==> config.mk <==
export PLATFORM = sky130hd
export DESIGN_NAME = fetch_datapath
export DESIGN_NICKNAME = d
export VERILOG_FILES = /design/src/rtl/fetch_datapath.sv
export SDC_FILE = /design/constraint.sdc
export NUM_CORES = 1
export LEC_CHECK = 0
export BUFFER_PORTS_ARGS = -buffer_cell sky130_fd_sc_hd__buf_4
export CORE_MARGIN = 10
export CORE_UTILIZATION = 49
export CTS_CLUSTER_DIAMETER = 30
export CTS_CLUSTER_SIZE = 30
export DETAILED_ROUTE_END_ITERATION = 8
export GPL_TIMING_DRIVEN = 1
export PLACE_DENSITY = 0.88
export SYNTH_ARGS = -nofsm -noshare
export SYNTH_HDL_FRONTEND = slang
export SYNTH_SLANG_ARGS = --single-unit
==> constraint.sdc <==
create_clock -name Clk -period 2.2 [get_ports Clk]
set_clock_uncertainty 0.1 [all_clocks]
set_input_delay 0.66 -clock Clk [delete_from_list [all_inputs] [get_ports Clk]]
set_output_delay 0.66 -clock Clk [all_outputs]
set_load 0.02 [all_outputs]
==> src/rtl/fetch_datapath.sv <==
// Instruction-fetch datapath: PC, MAR, MDR, IR around a muxed internal bus.
// Sequences PC->MAR, memory read (req/rdy with timeout), MDR->IR, PC step.
//
// Ports:
//   Clk, Reset        clock and synchronous active-high reset
//   Run, Continue     control FSM level run / single-step release pulse
//   pc_load(_val)     PC redirect, accepted in any state
//   mem_rdata/mem_rdy memory read data and completion
//   ADDR, mem_req     MAR contents and read request
//   pc_out, mdr_out, ir_out  register views
//   fetch_done        one-cycle pulse the cycle after IR loads
//   busy, err         non-idle flag, sticky read-timeout flag
//
// Config macro FETCH_PAUSE_EN: stop in PAUSE after each IR load until
// Continue. When undefined there is no PAUSE state and Continue is unused.

module fetch_datapath #(
    parameter int                DATA_W   = 16,
    parameter int                ADDR_W   = 20,
    parameter logic [DATA_W-1:0] PC_RESET = '0,
    parameter int                PC_STEP  = 1,
    parameter int                TIMEOUT  = 255
) (
    input  logic              Clk,
    input  logic              Reset,
    input  logic              Run,
    input  logic              Continue,
    input  logic              pc_load,
    input  logic [DATA_W-1:0] pc_load_val,
    input  logic [DATA_W-1:0] mem_rdata,
    input  logic              mem_rdy,
    output logic [ADDR_W-1:0] ADDR,
    output logic              mem_req,
    output logic [DATA_W-1:0] pc_out,
    output logic [DATA_W-1:0] mdr_out,
    output logic [DATA_W-1:0] ir_out,
    output logic              fetch_done,
    output logic              busy,
    output logic              err
);

    localparam int CNT_W = $clog2(TIMEOUT + 1);
    // Last RD cycle index: the counter counts cycles already spent in RD.
    localparam logic [CNT_W-1:0] CNT_LAST = CNT_W'(TIMEOUT - 1);

    typedef enum logic [2:0] {
        IDLE   = 3'd0,
        LD_MAR = 3'd1,
        RD     = 3'd2,
`ifdef FETCH_PAUSE_EN
        LD_IR  = 3'd3,
        PAUSE  = 3'd4
`else
        LD_IR  = 3'd3
`endif
    } state_t;

    state_t state, state_nx;

    logic [DATA_W-1:0] pc;
    logic [ADDR_W-1:0] mar;
    logic [DATA_W-1:0] mdr;
    logic [DATA_W-1:0] ir;
    logic [CNT_W-1:0]  cnt;
    logic              done_q;
    logic              err_q;

    logic ld_mar;
    logic ld_mdr;
    logic ld_ir;
    logic time_out;

`ifndef FETCH_PAUSE_EN
    logic unused_continue;
    assign unused_continue = Continue;
`endif

    always_ff @(posedge Clk) begin
        if (Reset) begin
            state <= IDLE;
        end else begin
            state <= state_nx;
        end
    end

    always_comb begin
        state_nx = state;
        mem_req  = 1'b0;
        ld_mar   = 1'b0;
        ld_mdr   = 1'b0;
        ld_ir    = 1'b0;
        time_out = 1'b0;
        unique case (state)
            IDLE: begin
                if (Run && !err_q) state_nx = LD_MAR;
            end
            LD_MAR: begin
                ld_mar   = 1'b1;
                state_nx = RD;
            end
            RD: begin
                mem_req = 1'b1;
                if (mem_rdy) begin
                    ld_mdr   = 1'b1;
                    state_nx = LD_IR;
                end else if (cnt == CNT_LAST) begin
                    time_out = 1'b1;
                    state_nx = IDLE;
                end
            end
            LD_IR: begin
                ld_ir = 1'b1;
`ifdef FETCH_PAUSE_EN
                state_nx = PAUSE;
`else
                state_nx = Run ? LD_MAR : IDLE;
`endif
            end
`ifdef FETCH_PAUSE_EN
            PAUSE: begin
                if (Continue) state_nx = Run ? LD_MAR : IDLE;
            end
`endif
            default: state_nx = IDLE;
        endcase
    end

    always_ff @(posedge Clk) begin
        if (Reset) begin
            pc     <= PC_RESET;
            mar    <= '0;
            mdr    <= '0;
            ir     <= '0;
            cnt    <= '0;
            done_q <= 1'b0;
            err_q  <= 1'b0;
        end else begin
            done_q <= ld_ir;
            // A redirect wins over the fetch increment; MAR still
            // captures the pre-redirect PC on the same edge.
            if (pc_load) begin
                pc <= pc_load_val;
            end else if (ld_mar) begin
                pc <= pc + DATA_W'(PC_STEP);
            end
            if (ld_mar) mar <= ADDR_W'(pc);
            if (ld_mdr) mdr <= mem_rdata;
            if (ld_ir)  ir  <= mdr;
            if (time_out) err_q <= 1'b1;
            if (mem_req && !mem_rdy && !time_out) begin
                cnt <= cnt + 1'b1;
            end else begin
                cnt <= '0;
            end
        end
    end

    assign ADDR       = mar;
    assign pc_out     = pc;
    assign mdr_out    = mdr;
    assign ir_out     = ir;
    assign fetch_done = done_q;
    assign busy       = (state != IDLE);
    assign err        = err_q;

endmodule
==> flow_summary.toml, run 1 <==
[route]
wl_per_cell_microns = 15.6
avgViaCountPerCell = 5.14
drtIter0Drc = 165
postRouteWirelength_microns = 8620
ant_nets = 0
dr.pass1.iters = 4
drc = 0
num_vias = 2850

[worst_setup_path]
rr_worst_depth = 5
end_kind = "output port"
crit_family = "flip-flops"
cp_cell_sequence = "nand2b_1 -> inv_2 -> buf_4"
start_kind = "flop"
timing.rr.end = "pc_out[14]"
crit_path_max_incr_delay_ps = 490
reg2reg_from = "pc_out[0]"
ff2ff_setup_slack_ps = 410
worstSetupPathType = "flop to output port"
required_ps = 1440
path_buf_inv = 2
cp_slowest_cell = "dfxtp_1"
cp_max_fo = 9
path_depth = 3
worst-endpoint-arrival_ps = 1280

[synthesis]
synth-edff-count = 0
syn_avg_cell_area_sq_um = 8.15
synth_area_sq_um = 3090
synth_most_common_cell = "nand2_1"
ys_warn_count = 0
yosys-top-cells-area = "dfxtp_1 49%, nand2_1 13%, a21oi_1 8.7%"
synth-seq-cells = 76
synth_top_area_cell = "dfxtp_1"
ys_types = 40
synth_top_area_share = 0.492
synth_ff_type = "dfxtp_1"
synthCells = 379
yosysSeqAreaShare = 0.492
ys_top_cells_by_count = "108 x nand2_1, 76 x dfxtp_1, 54 x a21oi_1"
synth-async-reset-ratio = 0

[sta]
post-route-period-util = 0.927
layout_setup_ws_ps = 161
setup_tns_ps = 0
finalHoldViolations = 0
post-route-min-period_ps = 2040
rsz0062_at_grt = "no"
setup_violations = 0
relSlewSlack = 0.585
fmax_mhz = 490
slew_violations = 0
worstMarginPinSlew_ps = 621

[global_routing]
grt.overflow.total = 0
gr-usage-met3 = 0.0443
grtUsageMet1 = 0.181
first_global_vias = 2735
antenna_found_initial = 0
grt_max_degree = 69
met2_usage = 0.297
grt.total_usage = 0.168
top_usage_layer = "met2"
grt_pass1_wl_microns = 13600

[power_and_ir_drop]
p_comb_frac = 0.118
p_leak_nw = 1.65
p_per_area_nw_per_um2 = 733
power.share.clock = 0.394
internal-power_w = 0.00227
p_sw_frac = 0.250
ir_worst_vdd_mv = 0.436
seq_power_share = 0.488
switchingPower_w = 0.000757

[die]
core-area_sq_um = 6030
row_count = 28
die_area_sq_um = 9880
pin_count = 110
die-width_microns = 99.4
die_y_microns = 99.4
initial_core_util = 0.513

[hold_path]
worstHoldEndpoint = "ADDR[7]"
min-delay-start = "ADDR[7]"
hp-class = "flop to flop"
min_path_cells = 2

[clocking]
clk_pin_slew_worst_paths_ps = 70
ctsHtreeMaxLevel = 3
hold_buffers = 0
clock_latency_ps = 340
cts_tree = "done"
post_cts_buffers = 0
cts_buffer_depth = 2
clockRootBuffer = "clkbuf_8"
cts_sinks = 76
cts_made_buffers = 9
cts_resized = 0

[finish]
layout.cells.non_filler = 554
final_layout_size_suffix_gt1_frac = 0.286
multiInputGateArea_sq_um = 1430
register_area_sq_um = 1520
final_nets = 516
fillers = 490
area_growth_pct = 33.6
diodes = 0

[placed_design]
gp_congestion = 0.839
port_buffers = 104
post-dp-hpwl_microns = 6200
dp_slack_ps = 385
dp.cells = 539

[outcome]
status = "finished, final reports clean"

[flow_run]
cap_violations = 0
[worst register-to-register path: cells and delay by family, from the launching register on]
family,cells,cell delay (ps)
adders and majority gates,1,230
and+or+nand+nor,4,900
DFF,1,470
[metal layers]
layer,wire (microns),vias up
met4,132,0
li1,-,1439
met3,559,9
met2,4530,75
met5,0,-
met1,3400,1327
[power by group through the flow]
| stage | Sequential, W | Combinational (W) | Clock [W] |
|---|---|---|---|
| global placement | 0.00151 | 0.000351 | 0 |
| CTS | 0.00148 | 0.000359 | 0.00120 |
| floorplan | 0.00154 | 0.000160 | 0 |
| global route | 0.00149 | 0.000386 | 0.00126 |
| finish | 0.00148 | 0.000357 | 0.00119 |
| detailed placement | 0.00151 | 0.000357 | 0 |
[cell usage in the layout, fill, tap and decap left out, drive strengths merged]
| cell | Yosys | layout |
|---|---|---|
| buf | 15 | 110 |
| nor3b | 1 | 1 |
| o21ai | 1 | 1 |
| bufinv | 0 | 2 |
| nand4 | 6 | 6 |
| clkinv | 0 | 1 |
| nor4 | 6 | 6 |
| a21oi | 54 | 54 |
| ha | 3 | 3 |
| or4 | 1 | 1 |
| and3 | 2 | 2 |
| dfxtp | 76 | 76 |
| or3 | 1 | 1 |
| and2 | 2 | 2 |
| a211oi | 10 | 10 |
| clkbuf | 13 | 11 |
| nor2 | 29 | 29 |
| nand2 | 108 | 108 |
| nor2b | 1 | 1 |
| nand3b | 1 | 1 |
| or2 | 1 | 1 |
| nand4b | 1 | 1 |
| xor2 | 5 | 5 |
| o31ai | 2 | 2 |
| nand3 | 7 | 7 |
| a311oi | 2 | 2 |
| xnor2 | 13 | 13 |
| nand2b | 2 | 2 |
| and4 | 1 | 1 |
| clkinvlp | 0 | 1 |
| conb | 1 | 4 |
| mux2 | 1 | 1 |
| nor3 | 7 | 7 |
| inv | 6 | 6 |
[per-stage QoR]
stage	area [sq um]	hold slack (ps)	util	power, W
final	4130	356	0.685	0.00303
after global routing	4130	384	0.685	0.00313
after CTS	4130	356	0.685	0.00304
after detailed placement	3900	347	0.648	0.00186
after global placement	3900	343	0.648	0.00186
after floorplan	3100	330	-	0.00170
[cells by family (layout without fill, tap and decap cells)]
group	count (synthesis)	count (layout)	share of synthesized area
other	1	4	0.00121
buffers and inverters	34	131	0.0494
muxes	1	1	0.00364
xor gates and xnor gates	18	18	0.0510
DFF	76	76	0.492
adders and majority gates	3	3	0.0121
AOI/OAI and AO/OA	69	69	0.124
and+or+nand+nor	177	177	0.266
[area by class of cell]
class / instances / area share
clock buffers: 11 / 0.0367
clock inverters: 4 / 0.0176
inverters: 6 / 0.00546
multi-input cells: 272 / 0.346
flip-flops and latches: 76 / 0.369
well taps: 75 / 0.0227
repair buffers: 110 / 0.203
[worst max-delay path by stage]
| stage | slack [ps] | startpoint | end |
|---|---|---|---|
| after global routing | 90 | state[0] | mem_req |
| after floorplan | 500 | pc_out[0] | pc_out[14] |
| after detailed placement | 390 | mem_rdy | cnt[4] |
| final | 160 | state[0] | mem_req |
| after global placement | 430 | mem_rdy | cnt[4] |
| after CTS | 150 | state[0] | mem_req |
[flip-flops by register name, summed over array words and instances, names as in the netlist]
signal and flops:
cnt 8, err 1, mdr_out 16, state 2, ir_out 16, ADDR 16, pc_out 16, fetch_done 1
(Power assumes the default switching activity.)
==> run 2: changes to the inputs <==
Settings changed: CELL_PAD_IN_SITES_DETAIL_PLACEMENT set to 0, CELL_PAD_IN_SITES_GLOBAL_PLACEMENT set to 1, CORE_UTILIZATION 49 to 32, HOLD_SLACK_MARGIN set to 0.08, PLACE_DENSITY 0.88 to 0.85.
Clock period 2.2 ns to 1.85 ns, I/O delays scaled along.
==> flow_summary.toml, run 2 (same netlist as run 1, synthesis figures left out) <==
[clocking]
cts_sinks = 76
clock_latency_ps = 330
cts_tree = "done"
cts_buffer_depth = 2
hold_buffers = 0
clk_pin_slew_worst_paths_ps = 80
ctsHtreeMaxLevel = 3
cts_made_buffers = 9
clockRootBuffer = "clkbuf_8"

[finish]
area_growth_pct = 39.9
final_cell_mix = "119 x buf_4, 108 x nand2_1, 74 x dfxtp_1"
final_layout_size_suffix_gt1_frac = 0.308
fillers = 932
multiInputGateArea_sq_um = 1440
diodes = 0
register_area_sq_um = 1530
final_design_area_no_fill_sq_um = 4320
final_nets = 527
mostFrequentLayoutCell = "buf_4"

[die]
core-area_sq_um = 9330
row_count = 35
die_y_microns = 118
die_area_sq_um = 14000
initial_core_util = 0.331
pin_count = 110
die-width_microns = 118

[worst_setup_path]
cp_max_fo = 4
crit_family = "flip-flops"
start_kind = "flop"
crit_path_max_incr_delay_ps = 360
worst-endpoint-arrival_ps = 1090
worstSetupPathType = "flop to output port"
path_buf_inv = 2
cp_slowest_cell = "dfxtp_4"
end_kind = "output port"
required_ps = 1190
path_depth = 3
rr_worst_depth = 5
cp_cell_sequence = "nand2b_1 -> inv_2 -> buf_4"

[sta]
slew_violations = 0
layout_setup_ws_ps = 101
setup_tns_ps = 0
post-route-period-util = 0.945
fmax_mhz = 572
relSlewSlack = 0.578
setup_violations = 0
worstMarginPinSlew_ps = 633
finalHoldViolations = 0
rsz0062_at_grt = "no"
post-route-min-period_ps = 1750

[global_routing]
grt_pass1_wl_microns = 14800
antenna_found_initial = 0
top_usage_layer = "met2"
first_global_vias = 2923
grt.overflow.total = 0
gr-usage-met3 = 0.0333
grtUsageMet1 = 0.155
grt_max_degree = 69
grt.total_usage = 0.127
met2_usage = 0.208

[route]
postRouteWirelength_microns = 8960
avgViaCountPerCell = 4.67
drtIter0Drc = 207
ant_nets = 0
wl_per_cell_microns = 14.5
dr.pass1.iters = 4
num_vias = 2893
drc = 0

[power_and_ir_drop]
switchingPower_w = 0.000902
p_sw_frac = 0.239
p_leak_nw = 1.72
internal-power_w = 0.00287
p_comb_frac = 0.125
p_total_w = 0.00377
ir_worst_vdd_mv = 0.379
seq_power_share = 0.462
p_per_area_nw_per_um2 = 872
power.share.clock = 0.412

[outcome]
status = "finished, final reports clean"

[hold_path]
hp-class = "flop to flop"
min_path_cells = 2

[placed_design]
post-dp-hpwl_microns = 6660
place_area_sq_um = 4040
port_buffers = 104
gp_congestion = 0.803
dp_slack_ps = 151

[flow_run]
cap_violations = 0
==> run 2: repair_timing <==
item,CTS,global route
resized for setup,4,3
setup buffers,2,0
endpoints found under the setup margin,2,2
==> run 2: area by class of cell <==
| type | instances | area share |
|---|---|---|
| Inverter | 6 | 0.00521 |
| Clock buffer | 12 | 0.0359 |
| Tap cell | 129 | 0.0373 |
| Clock inverter | 4 | 0.0220 |
| Multi-Input combinational cell | 272 | 0.332 |
| Sequential cell | 76 | 0.354 |
| Timing Repair Buffer | 121 | 0.214 |
==> run 2: metal layers <==
layer	vias to the layer above	wire length [microns]
li1	1467	-
met1	1342	3980
met2	73	4320
met3	11	524
met4	0	146
met5	-	0
==> run 2: metrics by stage <==
stage           util  std cells  hold WS [ps]
2_1_floorplan      -        382           330
3_3_place_gp   0.433        602           340
3_5_place_dp   0.433        602           349
4_1_cts        0.462        620           346
5_1_grt        0.464        620           357
6_report       0.464        620           356
==> run 2: final timing paths <==
path         startpoint         end  slack (ps)
min           ir_out[2]   ir_out[2]         360
min reg2reg   ir_out[2]   ir_out[2]         360
max reg2reg    state[1]  pc_out[14]         160
max            state[0]     mem_req         100
==> run 2: tightest hold or removal path, stage by stage, from the launching register on <==
cell and delay [ps]:
dfxtp_1 310, nand2_1 50, a21oi_1 50
==> run 2: power by group through the flow <==
| stage | Sequential [W] | Combinational (W) | Clock, W |
|---|---|---|---|
| finish | 0.00174 | 0.000473 | 0.00155 |
| detailed placement | 0.00179 | 0.000462 | 0 |
| global route | 0.00175 | 0.000516 | 0.00166 |
| global placement | 0.00179 | 0.000455 | 0 |
| floorplan | 0.00183 | 0.000190 | 0 |
| CTS | 0.00174 | 0.000475 | 0.00159 |
